--- src/rtl/peridot_swi_mc_pkg.sv ---
// Shared constants for the PERIDOT multi-channel software-interrupt block.
// Register addresses, deadkey and CTRL bit positions.
package peridot_swi_mc_pkg;

    localparam logic [3:0] ADDR_CLASS   = 4'd0;
    localparam logic [3:0] ADDR_TIME    = 4'd1;
    localparam logic [3:0] ADDR_CTRL    = 4'd2;
    localparam logic [3:0] ADDR_MUTEX   = 4'd3;
    localparam logic [3:0] ADDR_PENDING = 4'd4;
    localparam logic [3:0] ADDR_SET     = 4'd5;
    localparam logic [3:0] ADDR_CLEAR   = 4'd6;
    localparam logic [3:0] ADDR_ENABLE  = 4'd7;
    localparam logic [3:0] ADDR_MESSAGE = 4'd8;

    localparam logic [15:0] DEADKEY = 16'hDEAD;

    localparam int CTRL_RESET = 0;
    localparam int CTRL_LED   = 1;
    localparam int CTRL_PULSE = 2;

endpackage

--- src/rtl/peridot_swi_edge.sv ---
// Two-flop synchronizer plus rising-edge detector for one event input.
// The rise output is combinational from the last two stages.
module peridot_swi_edge (
    input  logic clk,
    input  logic rst_n,
    input  logic din,
    output logic rise
);

    logic s1;
    logic s2;
    logic s3;

    always_ff @(posedge clk or negedge rst_n) begin
        if (!rst_n) begin
            s1 <= 1'b0;
            s2 <= 1'b0;
            s3 <= 1'b0;
        end else begin
            s1 <= din;
            s2 <= s1;
            s3 <= s2;
        end
    end

    assign rise = s2 & ~s3;

endmodule

--- src/rtl/peridot_swi_mc.sv ---
// PERIDOT multi-channel software interrupt sender with mutex, mailbox
// and deadkey-guarded CPU reset (level or self-timed pulse).
module peridot_swi_mc
    import peridot_swi_mc_pkg::*;
#(
    parameter logic [31:0] CLASSID    = 32'h72A00001,
    parameter logic [31:0] TIMECODE   = 32'd1234567890,
    parameter int          CHANNELS   = 8,
    parameter int          RESET_HOLD = 1024
) (
    input  logic                csi_clk,
    input  logic                rsi_reset_n,
    input  logic [3:0]          avs_address,
    input  logic                avs_read,
    output logic [31:0]         avs_readdata,
    input  logic                avs_write,
    input  logic [31:0]         avs_writedata,
    output logic                ins_irq,
    input  logic [CHANNELS-1:0] coe_swi_in,
    output logic                coe_cpureset,
    output logic                coe_led
);

    logic                ctrl_rst;
    logic                ctrl_led;
    logic                ctrl_pulse;
    logic [15:0]         cnt;
    logic [15:0]         mtx_owner;
    logic [15:0]         mtx_value;
    logic [CHANNELS-1:0] pending;
    logic [CHANNELS-1:0] enable;
    logic [31:0]         message;
    logic                irq;
    logic [CHANNELS-1:0] rise;
    logic [CHANNELS-1:0] set_mask;
    logic [CHANNELS-1:0] clr_mask;
    logic                key;
    logic                mtx_ok;

    for (genvar i = 0; i < CHANNELS; i++) begin : g_edge
        peridot_swi_edge u_edge (
            .clk   (csi_clk),
            .rst_n (rsi_reset_n),
            .din   (coe_swi_in[i]),
            .rise  (rise[i])
        );
    end

    assign key    = (avs_writedata[31:16] == DEADKEY);
    assign mtx_ok = (mtx_value == 16'd0) ||
                    (mtx_owner == avs_writedata[31:16]);

    assign set_mask = (avs_write && avs_address == ADDR_SET) ?
                      avs_writedata[CHANNELS-1:0] : '0;
    assign clr_mask = (avs_write && avs_address == ADDR_CLEAR) ?
                      avs_writedata[CHANNELS-1:0] : '0;

    always_ff @(posedge csi_clk or negedge rsi_reset_n) begin
        if (!rsi_reset_n) begin
            ctrl_rst   <= 1'b0;
            ctrl_led   <= 1'b0;
            ctrl_pulse <= 1'b0;
            cnt        <= 16'd0;
            mtx_owner  <= 16'd0;
            mtx_value  <= 16'd0;
            pending    <= '0;
            enable     <= '0;
            message    <= 32'd0;
            irq        <= 1'b0;
        end else begin
            irq     <= |(pending & enable);
            // Events and SET override a same-cycle CLEAR
            pending <= (pending & ~clr_mask) | set_mask | rise;

            if (avs_write && avs_address == ADDR_CTRL) begin
                ctrl_led <= avs_writedata[CTRL_LED];
                if (key) begin
                    ctrl_rst   <= avs_writedata[CTRL_RESET];
                    ctrl_pulse <= avs_writedata[CTRL_PULSE];
                    cnt        <= (avs_writedata[CTRL_RESET] &&
                                   avs_writedata[CTRL_PULSE]) ?
                                  16'(RESET_HOLD) : 16'd0;
                end
            end else if (ctrl_pulse && ctrl_rst && cnt != 16'd0) begin
                cnt <= cnt - 16'd1;
                if (cnt == 16'd1) ctrl_rst <= 1'b0;
            end

            if (avs_write && avs_address == ADDR_MUTEX && mtx_ok) begin
                if (avs_writedata[15:0] == 16'd0) begin
                    mtx_owner <= 16'd0;
                    mtx_value <= 16'd0;
                end else begin
                    mtx_owner <= avs_writedata[31:16];
                    mtx_value <= avs_writedata[15:0];
                end
            end

            if (avs_write && avs_address == ADDR_ENABLE)
                enable <= avs_writedata[CHANNELS-1:0];
            if (avs_write && avs_address == ADDR_MESSAGE)
                message <= avs_writedata;
        end
    end

    always_comb begin
        avs_readdata = 32'd0;
        if (avs_read) begin
            case (avs_address)
                ADDR_CLASS:   avs_readdata = CLASSID;
                ADDR_TIME:    avs_readdata = TIMECODE;
                ADDR_CTRL:    avs_readdata = {29'd0, ctrl_pulse,
                                              ctrl_led, ctrl_rst};
                ADDR_MUTEX:   avs_readdata = {mtx_owner, mtx_value};
                ADDR_PENDING: avs_readdata[CHANNELS-1:0] = pending;
                ADDR_ENABLE:  avs_readdata[CHANNELS-1:0] = enable;
                ADDR_MESSAGE: avs_readdata = message;
                default:      avs_readdata = 32'd0;
            endcase
        end
    end

    assign ins_irq      = irq;
    assign coe_cpureset = ctrl_rst;
    assign coe_led      = ctrl_led;

endmodule
--- config.mk ---
export PLATFORM = sky130hd
export DESIGN_NAME = peridot_swi_mc
export DESIGN_NICKNAME = d
export VERILOG_FILES = /design/src/rtl/peridot_swi_mc_pkg.sv /design/src/rtl/peridot_swi_edge.sv /design/src/rtl/peridot_swi_mc.sv
export SDC_FILE = /design/constraint.sdc
export NUM_CORES = 1
export LEC_CHECK = 0
export CAP_MARGIN = 30
export CORE_UTILIZATION = 35
export CTS_CLUSTER_DIAMETER = 100
export DETAILED_ROUTE_END_ITERATION = 10
export GPL_TIMING_DRIVEN = 0
export PLACE_DENSITY = 0.57
export SLEW_MARGIN = 10
export SYNTH_ARGS = -nofsm -noshare
export SYNTH_HDL_FRONTEND = slang
export SYNTH_SLANG_ARGS = --single-unit
--- constraint.sdc ---
create_clock -name csi_clk -period 5.01 [get_ports csi_clk]
set_input_delay 0.501 -clock csi_clk [delete_from_list [all_inputs] [get_ports csi_clk]]
set_output_delay 0.501 -clock csi_clk [all_outputs]
set_load 0.1 [all_outputs]
==> results.yml, run 1 <==
synth:
  synth_flop_cell: "dfrtp_1"
  synth.top_cell.area_share_pct: 54.5
  synth_edf_count: 0
  synth.ff_latch_count: 124
  async_reset_ff_share_pct: 100
  synth_nets: 527
  syn_area_um2: 5700
  synth_cell_types: 56
  synthTopCellsByArea: "dfrtp_1, mux2_1, a22oi_1"
  ys_seq_area_share_pct: 54.5
  synth_cells: 477
  synth.avg_cell_area_um2: 11.9
  yosys.area.top_type: "dfrtp_1"
  ys_warn_count: 0
cts:
  clkTransAtPathRegs_ns: 0.05
  clockBufferDepth: 2
  cts_setup_buffers: 0
  cts_resized: 0
  ctsRootBufferMaster: "clkbuf_16"
  cts_tree: "done"
  h-tree-depth: 4
  hold_buffers: 0
  clk_latency_ns: 0.42
  numCtsBuffers: 17
  numClockSinks: 124
final_layout:
  fillers: 1499
  seq_area_um2: 3100
  multi_input_area_um2: 2460
  synthToLayoutAreaGrowth_pct: 30.3
  nets: 628
  final_util_pct: 46.7
  antennaDiodeCount: 0
  final_cell_mix: "dfrtp_1, clkdlybuf4s50_1, a22oi_1, mux2_1, a22o_1"
  drive_gt1_share_pct: 10.7
  final_common_cell: "dfrtp_1"
global_route:
  antenna_found_initial: 0
  overflow: 0
  grt_max_degree: 78
  first_global_vias: 4417
  grt_pass1_wl_um: 23100
  grt.total_usage_pct: 18.5
worst_hold_path:
  hold_path_class: "primary input to async pin"
floorplan:
  die_area_um2: 16800
  dieHeight_um: 130
  ios: 83
  core_area_um2: 15900
  rows: 46
  dieWidth_um: 130
  initial_core_util_pct: 35.9
worst_setup_path:
  cp.required_ns: 4.51
  crit_fanout: 10
  path_class: "primary input to output pin"
  cp-end-kind: "output pin"
  ff2ff_path_depth: 8
  rrSetupSlack_ns: 2.72
  rr_endpoint: "cnt[5]"
  reg2reg_from: "cnt[0]"
  arrival_ns: 3.81
  startpoint_type: "primary input"
timing:
  final_max_slew_viol_count: 0
  tightestPinTransition_ns: 0.975
  finalCritPeriodShare_pct: 86.1
  setup_violations: 0
  clock-skew-final_ns: 0.00636
  finalCriticalPeriod_ns: 4.31
  hold_viol: 0
  final.setup.tns_ns: 0
  grt_setup_unrepaired: "false"
  fmax_ghz: 0.232
  slew-limit-headroom_pct: 34.8
route:
  vias: 4381
  wl_um: 14500
  vias_per_cell: 5.43
  drc: 0
  postRouteAntennaNets: 0
  firstDrtPassIters: 4
  wire_per_inst_um: 18.0
  drt_iter0_drc: 307
pwr:
  ir_drop_uv: 206
  p_leak_nw: 3.01
  power_density_nw_per_um2: 403
placed_design:
  place_hpwl_um: 10400
  portBuffers: 81
  place_congestion: 0.776
status:
  status: "complete, no violations"
flow_run:
  max_cap_violations: 0
-- power by group --
group	leakage, nW	switching [mW]	internal, mW
clock network	0.293	0.439	0.810
logic	1.17	0.205	0.211
registers	1.54	0.141	1.18
-- synthesized netlist by cell type (3+ instances only) --
master      n
nor4_1     15
xor2_1     22
mux2_1     40
a22oi_1    40
nor4_2      3
dfrtp_1   124
nand4_1     8
buf_4       3
a21oi_1    20
nor3b_1     4
or3_1       6
nand3_1     4
nor2b_1    11
nand4b_1    5
clkbuf_1   11
nor2_1     28
nand2_1    23
o311ai_1    3
buf_2       8
o21ai_1     3
a22o_1     32
a31oi_1     6
a221o_1     8
o41ai_1     4
-- sequential cells by signal (all words and copies together), names as in the netlist --
name              cells
cnt                  16
coe_cpureset          1
coe_led               1
ctrl_pulse            1
enable                8
g_edge.u_edge.s1      8
g_edge.u_edge.s2      8
g_edge.u_edge.s3      8
ins_irq               1
message              32
mtx_owner            16
mtx_value            16
pending               8
-- how the worst max path moves through the flow --
stage / slack (ns) / from / end / depth (start not counted)
after floorplan: 1.18 / avs_address[1] / avs_readdata[0] / 7
after detailed placement: 0.67 / avs_address[0] / avs_readdata[7] / 8
after global routing: 0.50 / avs_address[0] / avs_readdata[7] / 8
final: 0.70 / avs_address[0] / avs_readdata[7] / 8
after global placement: -1.40 / rsi_reset_n / cnt[6] / 1
after CTS: 0.66 / avs_address[0] / avs_readdata[7] / 8
-- per-stage QoR --
| step | hold WS [ns] | power (mW) | std cells | area [um^2] | setup slack (ns) |
|---|---|---|---|---|---|
| after global placement | 0.333 | 1.74 | 774 | 6780 | -1.40 |
| after global routing | 0.0399 | 3.12 | 807 | 7420 | 0.503 |
| final | 0.0233 | 2.99 | 807 | 7420 | 0.697 |
| after detailed placement | 0.335 | 1.76 | 775 | 6810 | 0.669 |
| after floorplan | 0.205 | 1.58 | 477 | 5700 | 1.18 |
| after CTS | 0.0266 | 3.01 | 807 | 7420 | 0.664 |
-- worst max-delay path, stage by stage --
cell	delay, ns
clkdlybuf4s50_1	0.49
buf_2	0.20
nand2_1	0.15
nor3_2	0.34
clkbuf_1	0.49
a22oi_1	0.18
a31oi_1	0.28
clkdlybuf4s50_1	1.18
-- cell families (layout without fill, tap and decap cells) --
logic type,Yosys count,in the layout,synth area share (%)
AO/OA/AOI/OAI,130,130,17.6
AND/OR/NAND/NOR,130,130,13.3
flip-flops,124,124,54.5
multiplexers,43,43,8.48
buffers and inverters,26,140,2.35
XOR/XNOR,22,22,3.38
adder cells (fa/ha/maj),2,2,0.439
-- area by class of cell --
| cell class | instances | area share (%) |
|---|---|---|
| Clock buffer | 23 | 6.84 |
| Sequential cell | 124 | 41.8 |
| Tap cell | 216 | 3.64 |
| Timing Repair Buffer | 82 | 11.3 |
| Inverter | 2 | 0.101 |
| Multi-Input combinational cell | 327 | 33.1 |
| Clock inverter | 9 | 1.47 |
| Buffer | 24 | 1.70 |
-- metal layers --
layer / vias up / global-route usage, % / wire [um]
met3: 20 / 5.00 / 632
met4: 0 / 6.50 / 244
li1: 2044 / - / -
met5: - / 0 / 0
met1: 2202 / 24.4 / 6670
met2: 115 / 29.4 / 6940
(Power assumes the default switching activity.)
==> inputs of run 2 (changes only) <==
--- a/config.mk
+++ b/config.mk
@@ -7,7 +7,7 @@
 export LEC_CHECK = 0
 export CAP_MARGIN = 30
 export CORE_UTILIZATION = 35
-export CTS_CLUSTER_DIAMETER = 100
+export CTS_CLUSTER_DIAMETER = 150
 export DETAILED_ROUTE_END_ITERATION = 10
 export GPL_TIMING_DRIVEN = 0
 export PLACE_DENSITY = 0.57
==> results of run 2 <==
No change in the layout: final DEF, timing and power equal those of run 1.
